==> src/rtl/idu_burst_pkg.sv <==
// idu_burst_pkg: shared op/state types for the burst increment/decrement unit
package idu_burst_pkg;
    typedef enum logic [2:0] {OP_PASS, OP_INC, OP_DEC, OP_ADJ, OP_BURST_INC, OP_BURST_DEC} idu2_op_t;
    typedef enum logic [1:0] {ST_IDLE, ST_SINGLE, ST_BURST} idu2_state_t;
    function automatic logic is_burst(idu2_op_t op);
        return op == OP_BURST_INC || op == OP_BURST_DEC;
    endfunction
endpackage

==> src/rtl/idu_burst_step.sv <==
// idu_step: combinational pointer adder returning the modified value and a wrap flag
module idu_step
    import idu_burst_pkg::*;
#(
    parameter int WIDTH = 16,
    parameter int OFF_W = 8
) (
    input  idu2_op_t           op,
    input  logic [OFF_W-1:0]   offset,
    input  logic [WIDTH-1:0]   value,
    output logic [WIDTH-1:0]   result,
    output logic               wrap
);
    logic [WIDTH+1:0] delta, sum;
    // two guard bits: a set bit means the true result left [0, 2^WIDTH)
    assign delta = op == OP_ADJ ? {{(WIDTH+2-OFF_W){offset[OFF_W-1]}}, offset}
                 : (op == OP_INC || op == OP_BURST_INC) ? (WIDTH+2)'(1)
                 : (op == OP_DEC || op == OP_BURST_DEC) ? '1 : '0;
    assign sum    = {2'b00, value} + delta;
    assign result = sum[WIDTH-1:0];
    assign wrap   = |sum[WIDTH+1:WIDTH];
endmodule

==> src/rtl/idu_burst.sv <==
// idu_burst: pointer bank with post-modify single/burst address sequencing
module idu_burst
    import idu_burst_pkg::*;
#(
    parameter int WIDTH   = 16,
    parameter int OFF_W   = 8,
    parameter int NUM_PTR = 4,
    parameter int LEN_W   = 8
) (
    input  logic                       clk,
    input  logic                       rst,
    input  logic                       cmd_valid,
    output logic                       cmd_ready,
    input  idu2_op_t                   cmd_op,
    input  logic [$clog2(NUM_PTR)-1:0] cmd_ptr,
    input  logic [OFF_W-1:0]           cmd_offset,
    input  logic [LEN_W-1:0]           cmd_len,
    input  logic                       load_en,
    input  logic [$clog2(NUM_PTR)-1:0] load_ptr,
    input  logic [WIDTH-1:0]           load_data,
    output logic                       addr_valid,
    input  logic                       addr_ready,
    output logic [WIDTH-1:0]           addr,
    output logic                       addr_last,
    input  logic                       abort,
    input  logic [$clog2(NUM_PTR)-1:0] rd_sel,
    output logic [WIDTH-1:0]           rd_data,
    output logic                       busy,
    output logic                       wrap,
    output logic                       load_err
);
    localparam int PW = $clog2(NUM_PTR);
    idu2_state_t state, state_nx;
    idu2_op_t op_q, step_op;
    logic [PW-1:0] ptr_q;
    logic [OFF_W-1:0] off_q, step_off;
    logic [LEN_W-1:0] cnt;
    logic [WIDTH-1:0] ptrs [NUM_PTR];
    logic [WIDTH-1:0] src, step_val, step_res;
    logic idle, accept, beat, load_ok, step_wrap;
    assign idle      = state == ST_IDLE;
    assign cmd_ready = idle && !abort;
    assign accept    = cmd_valid && cmd_ready;
    assign beat      = addr_valid && addr_ready;
    assign load_ok   = load_en && (idle || load_ptr != ptr_q);
    assign src       = (load_en && load_ptr == cmd_ptr) ? load_data : ptrs[cmd_ptr];
    assign rd_data   = ptrs[rd_sel];
    // accept only happens in IDLE and beats only outside it, so one adder serves both
    assign step_op  = idle ? cmd_op : op_q;
    assign step_off = idle ? cmd_offset : off_q;
    assign step_val = idle ? src : ptrs[ptr_q];
    idu_step #(.WIDTH(WIDTH), .OFF_W(OFF_W)) u_step (
        .op(step_op), .offset(step_off), .value(step_val), .result(step_res), .wrap(step_wrap)
    );
    always_comb begin
        state_nx = (abort && !idle) ? ST_IDLE
                 : accept ? (is_burst(cmd_op) ? ST_BURST : ST_SINGLE)
                 : (beat && (state == ST_SINGLE || cnt == '0)) ? ST_IDLE : state;
    end
    always_ff @(posedge clk or posedge rst) begin
        if (rst) begin
            state      <= ST_IDLE;
            op_q       <= OP_PASS;
            ptr_q      <= '0;
            off_q      <= '0;
            cnt        <= '0;
            addr_valid <= 1'b0;
            addr       <= '0;
            addr_last  <= 1'b0;
            busy       <= 1'b0;
            wrap       <= 1'b0;
            load_err   <= 1'b0;
            for (int i = 0; i < NUM_PTR; i++) ptrs[i] <= '0;
        end else begin
            state    <= state_nx;
            busy     <= state_nx != ST_IDLE;
            wrap     <= beat && step_wrap;
            load_err <= load_en && !load_ok;
            for (int i = 0; i < NUM_PTR; i++)
                if (load_ok && load_ptr == PW'(i)) ptrs[i] <= load_data;
                else if (beat && ptr_q == PW'(i)) ptrs[i] <= step_res;
            if (accept) begin
                op_q       <= cmd_op;
                ptr_q      <= cmd_ptr;
                off_q      <= cmd_offset;
                cnt        <= cmd_len;
                addr_valid <= 1'b1;
                addr       <= cmd_op == OP_ADJ ? step_res : src;
                addr_last  <= !is_burst(cmd_op) || cmd_len == '0;
            end else if (abort || beat) begin
                addr_valid <= state_nx == ST_BURST;
                addr_last  <= state_nx == ST_BURST && cnt == LEN_W'(1);
                if (state_nx == ST_BURST) begin
                    cnt  <= cnt - LEN_W'(1);
                    addr <= step_res;
                end
            end
        end
    end
endmodule

==> config.mk <==
export PLATFORM = sky130hd
export DESIGN_NAME = idu_burst
export DESIGN_NICKNAME = d
export VERILOG_FILES = /design/src/rtl/idu_burst_pkg.sv /design/src/rtl/idu_burst_step.sv /design/src/rtl/idu_burst.sv
export SDC_FILE = /design/constraint.sdc
export NUM_CORES = 1
export LEC_CHECK = 0
export ABC_AREA = 1
export BUFFER_PORTS_ARGS = -buffer_cell sky130_fd_sc_hd__buf_2
export CORE_AREA = 2 2 203 125
export CTS_CLUSTER_SIZE = 25
export DETAILED_ROUTE_END_ITERATION = 6
export DIE_AREA = 0 0 205 127
export PLACE_DENSITY = 0.59
export RECOVER_POWER = 100
export SLEW_MARGIN = 40
export SYNTH_ARGS = -nofsm -noshare
export SYNTH_HDL_FRONTEND = slang
export SYNTH_HIERARCHICAL = 1
export SYNTH_SLANG_ARGS = --single-unit
==> constraint.sdc <==
create_clock -name clk -period 4.2 [get_ports clk]
set_input_delay 0.21 -clock clk [delete_from_list [all_inputs] [get_ports clk]]
set_output_delay 0.21 -clock clk [all_outputs]
set_load 0.03 [all_outputs]
; Word-level counts from Yosys, hierarchy flattened
; Cells that the tools add are included.
[word_totals]
in_bits = 47
regBits = 108
output_inout_bits = 38
elab_cells = 124
[op_classes]
eq_ne = 19
n_addsub = 2
n_mux = 39
n_reduce_logical = 43
n_bitwise = 3
n_lt_le_gt_ge = 3
[ops]
columns = op, n
row1 = $mux 16, 20
row2 = $bmux 16 s2, 3
row3 = $mux 18, 3
row4 = $mux 8, 4
row5 = $add 16x18->18, 1
row6 = $logic_and 1x1->1, 18
row7 = $logic_not 8->1, 2
row8 = $reduce_bool 2->1, 7
row9 = $eq 3x3->1 const B, 4
row10 = $eq 2x2->1 const B, 5
row11 = $eq 3x2->1 const B, 3
row12 = $ge 3x3->1 const B, 3
row13 = $not 2->3, 3
row14 = $eq 8x1->1 const B, 1
row15 = $mux 2, 4
row16 = $sub 8x1->8 const B, 1
row17 = $logic_or 1x1->1, 7
row18 = $eq 2x1->1 const B, 3
row19 = $logic_not 2->1, 3
row20 = $logic_not 1->1, 4
row21 = $mux 1, 4
row22 = $eq 3x1->1 const B, 1
row23 = $mux 3, 1
row24 = $eq 2x2->1, 1
row25 = other kinds (3), 3

; Depth between registers and ports, before layout
[depth]
word_depth = 11
depth_mapped = 24
mapped_depth_nobuf = 23

; Modules after synthesis
; The synthesis kept the hierarchy.
[modules_own_cells]
columns = module, seq_area_each_um2, area_per_inst_um2, cells_per_inst, n_inst
row1 = idu_burst, 2702.6, 7282.0, 1049, 1
row2 = idu_step, 0.0, 1062.3, 196, 1

; Worst setup path after synthesis
; OpenSTA, ideal clock, no wires.
[synth_timing]
kind = register to register
startpoint = reg state[1]
endpoint = reg addr[13]
arrival_ps = 3183
setup_time_ps = 119
path_stages_with_launch = 20
synth_period_minus_slack_ps = 3302
path_slack_ps = 898
path_cell_list = dfrtp_1 nor2_2 inv_2 clkbuf_1 o21ai_0 o21ai_2 nor2_1 ha_1 nand2_1 inv_1 a21oi_1 nand3_2 nand2_1 inv_1 o21bai_1 nand2_1 nand2_1 nand2_1 nand3_1 nand2_1
[synth_via]
elab_chain_cells = 11
elab_cells_between_ends = 33
classes_between = add/sub: 1 / eq/ne: 7 / mux: 13 / reduce/logical: 12
[synth_rtl]
columns = element, line_no
row1 = from (decl), idu_burst.sv:33  ; idu2_state_t state, state_nx;
row2 = from (signal assigned), idu_burst.sv:75  ; state <= state_nx;
row3 = $logic_not 2->1 *, idu_burst.sv:41  ; assign idle = state == ST_IDLE;
row4 = $mux 3 *, idu_burst.sv:49  ; assign step_op = idle ? cmd_op : op_q;
row5 = net step_op[1], idu_burst.sv:34  ; idu2_op_t op_q, step_op;
row6 = $eq 3x2->1 / $eq 3x3->1 (equally long branches), idu_burst_step.sv:18  ; : (op == OP_DEC || op == OP_BURST_DEC) ? '1 : '0;
row7 = $logic_or 1x1->1, idu_burst_step.sv:18
row8 = $mux 18, idu_burst_step.sv:18
row9 = $mux 18, idu_burst_step.sv:17  ; : (op == OP_INC || op == OP_BURST_INC) ? (WIDTH+2)'(1)
row10 = $mux 18 *, idu_burst_step.sv:16  ; assign delta = op == OP_ADJ ? {{(WIDTH+2-OFF_W){offset[OFF_W-1]}}, offset}
row11 = $add 16x18->18 *, idu_burst_step.sv:19  ; assign sum = {2'b00, value} + delta;
row12 = net step_res[13], idu_burst.sv:39  ; logic [WIDTH-1:0] src, step_val, step_res;
row13 = $mux 16, idu_burst.sv:93  ; if (state_nx == ST_BURST) begin
row14 = $mux 16, idu_burst.sv:90  ; end else if (abort || beat) begin
row15 = $mux 16 *, idu_burst.sv:82  ; if (accept) begin
row16 = to (signal assigned), idu_burst.sv:88  ; addr <= cmd_op == OP_ADJ ? step_res : src;
row17 = to (signal assigned), idu_burst.sv:95  ; addr <= step_res;
row18 = to (decl), idu_burst.sv:23  ; output logic [WIDTH-1:0] addr,
; Mark *: on every way through the listed nets, which the timed path passes. The rest lies on a longest branch. The select of a mux whose other input is x is not followed.
; A chain may end at the register's enable or synchronous reset.

; Worst setup path after layout
[layout_timing]
startpoint = reg state[1]
endpoint = reg addr[12]
; Same word-level chain as after synthesis.

==> impl_metrics.tcl <==
set metrics [dict create \
    result_of_the_run "complete, but fails checks" \
    failed_checks "max-capacitance violations, max-slew violations" \
    timing.setup.tns_ns 0 \
    max_slew_margin_pct -44.2 \
    bufs_and_invs_on_worst_path 2 \
    rows 44 \
    avgRoutedWirePerCell_um 19.7 \
    post_detailed_placement_cell_area_sq_um 9070 \
    synth_enable_flop_cells 0 \
    slowest_delay_ns 0.49 \
    report.final.setup_viol 0 \
    gp_congestion 0.913 \
    synth.yosys.seq_area_share_pct 32.4 \
    yosysTopAreaCellShare_pct 32.4 \
    grt.total_usage_pct 25.1 \
    clkSinkCount 108 \
    grt_pass1_wl_um 50000 \
    grt_overflow 0 \
    synth_xor_xnor_area_share_pct 1.36 \
    postSynth.topFlopCell "sky130_fd_sc_hd__dfrtp_1" \
    clock_latency_ns 0.38 \
    numPlacedInstances 1605 \
    dr_total_vias 9117 \
    timing.critical_path.to_type "register" \
    final-instance-count-excl-fill 1622 \
    dp.final_hpwl_um 22300 \
    max-cap-violations 2 \
    finalClockSkew_ns 0.0148 \
    critical_path.cell_chain "nor2_2 -> inv_2 -> o21ai_0 -> nand3_2 -> nor2_1 -> nor3b_1 -> ha_1 -> fa_1 -> nand2_1 -> nand2_1 -> nand3_1 -> nand2_1 -> inv_2 -> o21bai_2 -> xor2_1 -> nand2_1 -> nand2_1 -> nand3_1 -> nand2_1" \
    period_needed_ns 3.78 \
    post-route-cell-area_sq_um 9300 \
    boundaryPins 85 \
    post_route_cells_drive_above_1_share_pct 9.16 \
    tightest_slew_ns 2.16 \
    die_outline_height_um 127 \
    yosysWarningCount 6 \
    mappedNetlistNets 1313 \
    fp.dieW_um 205 \
    synth_simple_gate_area_share_pct 31.1 \
    synthArstFlopShare_pct 100 \
    master_cell_of_the_clock_root_buffer "sky130_fd_sc_hd__clkbuf_16" \
    synthAdderAreaFrac_pct 3.24 \
    htreeDepth 3 \
    postSynthRegisterBits 108 \
    grt_setup_unrepaired "no" \
    number_of_pins_with_negative_max_slew_slack_in_the_final_report 97 \
    drtPass1Iterations 6 \
    postCtsSetupRepairBufs 0 \
    critical_path.top_delay_family "simple AND/OR/NAND/NOR gates" \
    antenna_left 0 \
    max-clock-path-buffers 2 \
    dieArea_sq_um 26000 \
    fin_util_pct 38.7 \
    remaining_drc_errors 0 \
    fin_nets 1363 \
    max_freq_mhz 264 \
    syn2layout_area_growth_pct 11.4 \
    clkTransAtPathRegs_ns 0.08 \
    timing.critical_path.slowest_stage_cell "sky130_fd_sc_hd__xor2_1" \
    number_of_antenna_violations_at_the_first_check_in_global_routing 1 \
    first_global_vias 8486 \
    synth_largest_area_cell "sky130_fd_sc_hd__dfrtp_1" \
    drt_iter0_markers 1017 \
    tritoncts "yes" \
    type_of_the_most_critical_hold_path "in2reg" \
    cp_max_fo 9 \
    critical_path_data_arrival_time_ns 4.09 \
    mean_post_synth_cell_area_sq_um 6.70 \
    crit_top_cell "sky130_fd_sc_hd__nand2_1" \
    initial_core_util_pct 34.8 \
    syn-cell-area_sq_um 8340 \
    complex_gate_fraction_of_the_synthesized_area_pct 21.2 \
    aggregate_routed_wire_length_um 32000 \
    viasPerCell 5.62 \
    required_ns 4.51 \
    place.port_buffers 84 \
    fillerInstances 2612 \
    core_area_sq_um 24000 \
    worst_setup_path_start_kind "register" \
    synth_cell_types 47 \
    cell_count_after_synthesis 1245 \
    synth_top_family_by_area "simple AND/OR/NAND/NOR gates" \
    worstSetupPathType "reg2reg" \
    total_cts_buffers 9 \
    yosys-top-cells-area "sky130_fd_sc_hd__dfrtp_1 32%, sky130_fd_sc_hd__nand2_1 17%, sky130_fd_sc_hd__nand3_1 7.7%, sky130_fd_sc_hd__o211ai_1 7.3%, sky130_fd_sc_hd__inv_1 6.1%" \
    pin_count_of_the_biggest_net_entering_global_routing 65 \
    yosys-mux-area-fraction_pct 0 \
    final.period_utilization_pct 90.0 \
    finalHoldViolCount 0 \
]
==> metal layers <==
layer	GRT usage, %	vias up	part of all wire, %
met2	33.9	532	39
met5	0	-	0
met4	6.26	0	1.5
met3	7.83	35	13
li1	-	4250	-
met1	38.2	4300	46
==> sequential cells by signal, indices dropped and copies added, names as in the netlist, 2 cells and up <==
| signal | cells |
|---|---|
| ptrs | 64 |
| addr | 16 |
| cnt | 8 |
| off_q | 8 |
| op_q | 3 |
| ptr_q | 2 |
| state | 2 |
==> kinds of logic after synthesis <==
| group | count (synthesis) |
|---|---|
| AO/OA/AOI/OAI | 291 |
| XOR/XNOR | 13 |
| adder cells (fa/ha/maj) | 21 |
| buffers and inverters | 213 |
| flip-flops | 108 |
| AND/OR/NAND/NOR | 599 |
==> final timing paths <==
path                                     from        to  slack, ns  depth (start not counted)
min in group asynchronous                 rst   addr[7]       0.46                          3
worst min-delay path            cmd_offset[0]  off_q[0]       0.06                          3
worst max register to register       state[1]  addr[12]       0.42                         19
max in group asynchronous                 rst  ptrs[32]       1.32                          4
worst max-delay path                 state[1]  addr[12]       0.42                         19
worst min register to register        op_q[0]   op_q[0]       0.50                          2
==> per-stage QoR <==
stage	setup slack (ns)	hold WS, ns
3_3_place_gp	0.729	0.150
4_1_cts	0.560	0.0434
5_1_grt	0.0540	0.0844
3_5_place_dp	0.538	0.148
2_1_floorplan	0.898	0.331
6_report	0.418	0.0578
==> repair_timing <==
action	in CTS	in global routing
endpoints found under the hold margin	13	0
hold buffers	1	0
resized for setup	0	0
==> worst min-delay path, delay by kind of cell <==
kind,cells,cell delay [ns]
buf+inv,1,0.09
compound gates,1,0.06
simple gates,1,0.04
==> Yosys cell counts, types with 3 or more instances <==
cell type / count
sky130_fd_sc_hd__inv_1: 135
sky130_fd_sc_hd__a21oi_1: 86
sky130_fd_sc_hd__dfrtp_1: 108
sky130_fd_sc_hd__nand3_2: 4
sky130_fd_sc_hd__nor2_2: 6
sky130_fd_sc_hd__nand4_2: 4
sky130_fd_sc_hd__nor2_1: 53
sky130_fd_sc_hd__xor2_1: 9
sky130_fd_sc_hd__buf_2: 27
sky130_fd_sc_hd__o2111ai_1: 8
sky130_fd_sc_hd__o211ai_1: 81
sky130_fd_sc_hd__buf_6: 6
sky130_fd_sc_hd__clkbuf_1: 30
sky130_fd_sc_hd__nor3_1: 7
sky130_fd_sc_hd__nand3_1: 129
sky130_fd_sc_hd__o21ai_0: 86
sky130_fd_sc_hd__a31oi_1: 7
sky130_fd_sc_hd__inv_2: 8
sky130_fd_sc_hd__buf_4: 4
sky130_fd_sc_hd__buf_1: 3
sky130_fd_sc_hd__o22ai_1: 6
sky130_fd_sc_hd__xnor2_1: 4
sky130_fd_sc_hd__ha_1: 20
sky130_fd_sc_hd__nand2_1: 377
sky130_fd_sc_hd__o21ai_2: 5
sky130_fd_sc_hd__nand3b_1: 3
==> final cells by class <==
class	instances	area, sq um	share of cell area (%)
Multi-Input combinational cell	924	4760	51.2
Sequential cell	108	2700	29.1
Timing Repair Buffer	109	549	5.91
Inverter	143	538	5.79
Tap cell	322	403	4.33
Clock buffer	9	225	2.42
Clock inverter	6	113	1.21
Antenna cell	1	2.50	0.0269
==> cell usage in the layout (no fill, tap or decap), drive strengths merged, types with 2 or more instances in the layout <==
cell type | netlist | final
nand2 | 381 | 381
nor3 | 7 | 7
inv | 143 | 143
o21bai | 3 | 3
o22ai | 6 | 6
clkbuf | 30 | 53
a21oi | 89 | 89
a21o | 2 | 2
xnor2 | 4 | 4
ha | 20 | 20
o2111ai | 8 | 8
bufinv | 0 | 3
nor2 | 61 | 61
nand3b | 3 | 3
or2 | 2 | 2
clkinv | 0 | 2
nand3 | 134 | 134
nand4 | 7 | 7
o31ai | 2 | 2
buf | 40 | 64
a31oi | 7 | 7
o21ai | 92 | 92
xor2 | 9 | 9
dfrtp | 108 | 108
o211ai | 81 | 81
Power is not shown: default switching activity piles up to over one toggle a cycle in this logic, so the estimate is an artifact.
